[config.mk]
export PLATFORM = sky130hd
export DESIGN_NAME = float16_mul
export DESIGN_NICKNAME = d
export VERILOG_FILES = /design/src/rtl/float16_mul.sv
export SDC_FILE = /design/constraint.sdc
export NUM_CORES = 1
export LEC_CHECK = 0
export CAP_MARGIN = 10
export CELL_PAD_IN_SITES_DETAIL_PLACEMENT = 1
export CELL_PAD_IN_SITES_GLOBAL_PLACEMENT = 1
export CORE_UTILIZATION = 47
export DETAILED_ROUTE_END_ITERATION = 10
export GPL_TIMING_DRIVEN = 0
export PLACE_DENSITY = 0.79
export SLEW_MARGIN = 10
export SYNTH_ARGS = -nofsm -noshare
export SYNTH_HDL_FRONTEND = slang
export SYNTH_SLANG_ARGS = --single-unit
[constraint.sdc]
create_clock -name clk -period 24.4 [get_ports clk]
set_input_delay 6.1 -clock clk [delete_from_list [all_inputs] [get_ports clk]]
set_output_delay 6.1 -clock clk [all_outputs]
set_load 0.01 [all_outputs]
[src/rtl/float16_mul.sv]
// float16_mul: IEEE 754 binary16 multiplier with one cycle of latency.
// The product is formed and rounded (nearest, ties to even) combinationally.
// Both result and out_valid come straight from registers.
module float16_mul (
  input  logic        clk,
  input  logic        rst_n,
  input  logic        in_valid,
  input  logic [15:0] a,
  input  logic [15:0] b,
  output logic [15:0] result,
  output logic        out_valid
);

  // Leading-zero count of an 11-bit significand (11 when the input is zero).
  function automatic logic [3:0] lzc11(input logic [10:0] v);
    logic [3:0] n;
    n = 4'd11;
    for (int i = 0; i <= 10; i++) begin
      if (v[i]) n = 4'(10 - i);
    end
    return n;
  endfunction

  // Operand fields and classification
  logic [4:0]  exp_a, exp_b;
  logic [9:0]  frac_a, frac_b;
  logic        a_nan, b_nan, a_inf, b_inf, a_zero, b_zero;
  logic        sign;

  assign exp_a  = a[14:10];
  assign exp_b  = b[14:10];
  assign frac_a = a[9:0];
  assign frac_b = b[9:0];
  assign sign   = a[15] ^ b[15];

  assign a_nan  = (&exp_a) & (|frac_a);
  assign b_nan  = (&exp_b) & (|frac_b);
  assign a_inf  = (&exp_a) & ~(|frac_a);
  assign b_inf  = (&exp_b) & ~(|frac_b);
  assign a_zero = ~(|exp_a) & ~(|frac_a);
  assign b_zero = ~(|exp_b) & ~(|frac_b);

  // Significands with the hidden bit.  A subnormal gets its leading one
  // moved up to bit 10, and its exponent lowered to match, so that the
  // product below always lands in [2^20, 2^22).
  logic [10:0] sig_a_raw, sig_b_raw, sig_a, sig_b;
  logic [3:0]  lz_a, lz_b;
  logic signed [7:0] ea, eb;

  assign sig_a_raw = {|exp_a, frac_a};
  assign sig_b_raw = {|exp_b, frac_b};
  assign lz_a      = lzc11(sig_a_raw);
  assign lz_b      = lzc11(sig_b_raw);
  assign sig_a     = sig_a_raw << lz_a;
  assign sig_b     = sig_b_raw << lz_b;

  // Unbiased exponents.  A subnormal uses -14, as if its exponent field were 1.
  assign ea = $signed({3'b000, (exp_a == 5'd0) ? 5'd1 : exp_a}) - 8'sd15
              - $signed({4'b0000, lz_a});
  assign eb = $signed({3'b000, (exp_b == 5'd0) ? 5'd1 : exp_b}) - 8'sd15
              - $signed({4'b0000, lz_b});

  // Significand product and normalization to a leading one at bit 21
  logic [21:0]       prod, norm;
  logic signed [7:0] exp_sum;
  logic [7:0]        sh_amt;
  logic [43:0]       wide;
  logic [21:0]       w;
  logic [6:0]        exp_field;
  logic              guard, rnd, sticky, round_up;
  logic [16:0]       packed_res;
  logic              overflow;
  logic [15:0]       product;

  assign prod    = 22'(sig_a) * 22'(sig_b);
  assign norm    = prod[21] ? prod : {prod[20:0], 1'b0};
  // Biased result exponent before any subnormal adjustment
  assign exp_sum = ea + eb + 8'sd15 + $signed({7'b0000000, prod[21]});

  // Results below the normal range are shifted right into subnormal form.
  // The 22 extra low bits catch everything shifted out, for the sticky bit.
  assign sh_amt  = (exp_sum <= 8'sd0) ? 8'(8'sd1 - exp_sum) : 8'd0;
  assign wide    = {norm, 22'd0} >> sh_amt;
  assign w       = wide[43:22];

  // Bit 21 of w is set only when no denormalizing shift took place
  assign exp_field = w[21] ? exp_sum[6:0] : 7'd0;
  assign guard     = w[10];
  assign rnd       = w[9];
  assign sticky    = (|w[8:0]) | (|wide[21:0]);
  assign round_up  = guard & (rnd | sticky | w[11]);

  // A carry out of the fraction propagates into the exponent field.  This
  // also takes the largest subnormal up to the smallest normal.
  assign packed_res = {exp_field, w[20:11]} + 17'(round_up);
  assign overflow   = packed_res[16:10] >= 7'd31;

  // Special-case selection, highest priority first
  always_comb begin
    product = {sign, packed_res[14:0]};
    if (a_nan | b_nan)
      product = 16'h7E00;
    else if ((a_inf & b_zero) | (b_inf & a_zero))
      product = 16'h7E00;
    else if (a_inf | b_inf)
      product = {sign, 15'h7C00};
    else if (a_zero | b_zero)
      product = {sign, 15'h0000};
    else if (overflow)
      product = {sign, 15'h7C00};
  end

  // Output registers.  Result holds its value when no operand pair arrives.
  always_ff @(posedge clk) begin
    if (!rst_n) begin
      result    <= 16'h0000;
      out_valid <= 1'b0;
    end else begin
      out_valid <= in_valid;
      if (in_valid) result <= product;
    end
  end

endmodule

==> impl_metrics.env <==
export IMPL_cts_htree_levels=1
export IMPL_avgSynthCellArea_um2=7.64
export IMPL_synth_fp_nets=1412
export IMPL_setup_viol=0
export IMPL_final_cells=1524
export IMPL_ios=52
export IMPL_initial_core_util=0.487
export IMPL_vias=9362
export IMPL_gp_congestion=0.933
export IMPL_critPathMaxFanout=10
export IMPL_grt_pass1_wl_mm=49.9
export IMPL_routed_wl_mm=29.8
export IMPL_core_area_um2=19000
export IMPL_ys_seq_elements=17
export IMPL_clk_pin_slew_ns=0.05
export IMPL_start_kind="primary input"
export IMPL_clock_path_buffers=2
export IMPL_final_layout_size_suffix_gt1_frac=0.0831
export IMPL_rsz0062_at_grt="false"
export IMPL_critPathBufInv=17
export IMPL_gr_total_overflow=0
export IMPL_die_h_um=142
export IMPL_grt_use_met3=0.0474
export IMPL_synth_edf_count=0
export IMPL_fin_crit_sh=0.931
export IMPL_area_growth_syn_to_layout_pct=9.61
export IMPL_slew_headroom=0.214
export IMPL_detail_route_first_pass_iterations=5
export IMPL_clock_latency_ns=0.25
export IMPL_numCtsBuffers=3
export IMPL_synth_area_top_cells="fa_1 (19%), ha_1 (10%), nor2_1 (6.5%), inv_1 (5.5%), dfxtp_1 (3.7%)"
export IMPL_antenna_found_initial=0
export IMPL_cts_sinks=17
export IMPL_postCtsHoldBufs=0
export IMPL_portBuffers=48
export IMPL_fillCellCount=2453
export IMPL_ys_flop_type="dfxtp_1"
export IMPL_holdWs_ns=0.469
export IMPL_syn_inst=1211
export IMPL_diodes=0
export IMPL_setup_tns_ns=0
export IMPL_nets=1466
export IMPL_critPathMaxStageDelay_ns=0.90
export IMPL_synth_top_area_frac=0.193
export IMPL_ctsRootBufferMaster="clkbuf_16"
export IMPL_first_iter_violations=527
export IMPL_maxSlewViolCount=0
export IMPL_grt_use_met1=0.434
export IMPL_die_area_um2=20300
export IMPL_period_needed_ns=22.72
export IMPL_drc=0
export IMPL_fp_dieW_um=142
export IMPL_arrival_ns=22.86
export IMPL_seq_area_frac_synth=0.0368
export IMPL_synthArstFlopShare=0
export IMPL_ys_types=112
export IMPL_num_rows=50
export IMPL_grt_busiest_layer="met2"
export IMPL_endpoint_kind="flop"
export IMPL_crit_slowest_cell="nor3_1"
export IMPL_grt_pass1_vias=9713
export IMPL_yosysTopAreaCell="fa_1"
export IMPL_synth_warning_count=0
export IMPL_critPathKind="primary input to flop"
export IMPL_cap_violations=0
export IMPL_cts_setup_buffers=0
export IMPL_cp_data_required_time_ns=24.53
export IMPL_tightest_slew_ns=1.17
export IMPL_cts_resized=0
export IMPL_clock_skew_ns=0
export IMPL_hold_viol=0
export IMPL_wl_per_cell_um=19.6
export IMPL_hp_class="flop to flop"
export IMPL_cts_tree="built"
export IMPL_fmax_mhz=44.0
export IMPL_synthesis_area_um2=9250
export IMPL_grt_max_degree=11
export IMPL_grt_use_total=0.307
export IMPL_final_antenna_net_count=0
export IMPL_dp_cells=1520
export IMPL_hpwl_mm=24.9
export IMPL_crit_family="adder cells"
export IMPL_status="finished, final reports clean"
export IMPL_grt_use_met2=0.497
export IMPL_vias_per_cell=6.14
registers in the layout, summed over array words and instances, names as in the netlist:
| signal | count |
|---|---|
| result | 16 |
| out_valid | 1 |
per-stage QoR:
| stage | area [um^2] | setup slack (ns) | util |
|---|---|---|---|
| floorplan | 9250 | 4.91 | - |
| global placement | 10100 | 1.27 | 0.529 |
| detailed placement | 10100 | 1.65 | 0.529 |
| CTS | 10100 | 1.88 | 0.533 |
| global route | 10100 | 0.860 | 0.533 |
| finish | 10100 | 1.68 | 0.533 |
metal layers:
metal  up-vias  part of all wire
met2       241              0.45
met4         0             0.016
met1      4669              0.48
li1       4406                 -
met3        46             0.056
met5         -                 0
cells by family (layout without fill, tap and decap cells):
| kind of cell | Yosys count | after routing | synth area share |
|---|---|---|---|
| AOI/OAI and AO/OA | 303 | 303 | 0.242 |
| xor gates and xnor gates | 38 | 38 | 0.0376 |
| muxes | 38 | 38 | 0.0460 |
| DFF | 17 | 17 | 0.0368 |
| buffers and inverters | 192 | 245 | 0.0837 |
| adders and majority gates | 166 | 166 | 0.297 |
| and+or+nand+nor | 457 | 457 | 0.258 |
synth_stat cells (24+ instances only):
cell type	n
nand2b_1	24
mux2i_1	28
nor2_1	160
ha_1	77
o21ai_0	40
fa_1	89
clkbuf_1	32
xnor2_1	24
inv_1	135
nand2_1	74
nand3_1	47
a21oi_1	62
path summary, 6_finish.rpt:
check	to	start	slack (ns)	depth (start not counted)
max reg2reg	result[10]	result[10]	23.44	3
max	result[12]	b[12]	1.68	55
min reg2reg	result[8]	result[8]	0.47	1
min	result[8]	result[8]	0.47	1
layout make-up:
type | instances | area, um^2 | area share
clock buffer | 4 | 78.8 | 0.00777
buffer | 54 | 256 | 0.0253
sequential | 17 | 340 | 0.0336
tap | 260 | 325 | 0.0321
inverter | 138 | 518 | 0.0511
multi-input combinational | 1002 | 8140 | 0.802
timing repair buffer | 49 | 485 | 0.0479
layout by cell type (no fill, tap or decap), types with 17 or more instances in the layout:
master and count:
o211ai_1 17, mux2i_1 28, o21ai_0 40, nor3_1 22, nor2_1 160, inv_1 135
clkdlybuf4s50_1 48, fa_1 89, a21oi_1 62, ha_1 77, nand3_1 47, a211oi_1 17
dfxtp_1 17, nand2b_1 24, clkbuf_1 33, nand2_1 74, xnor2_1 24, or2_2 19
worst register-to-register path, cell delays in order, from the launching register on:
cell	delay (ns)
dfxtp_1	0.30
nor2b_1	0.13
a311oi_1	0.31
a21boi_1	0.11
Power is not shown: default switching activity piles up to over one toggle a cycle in this logic, so the estimate is an artifact.
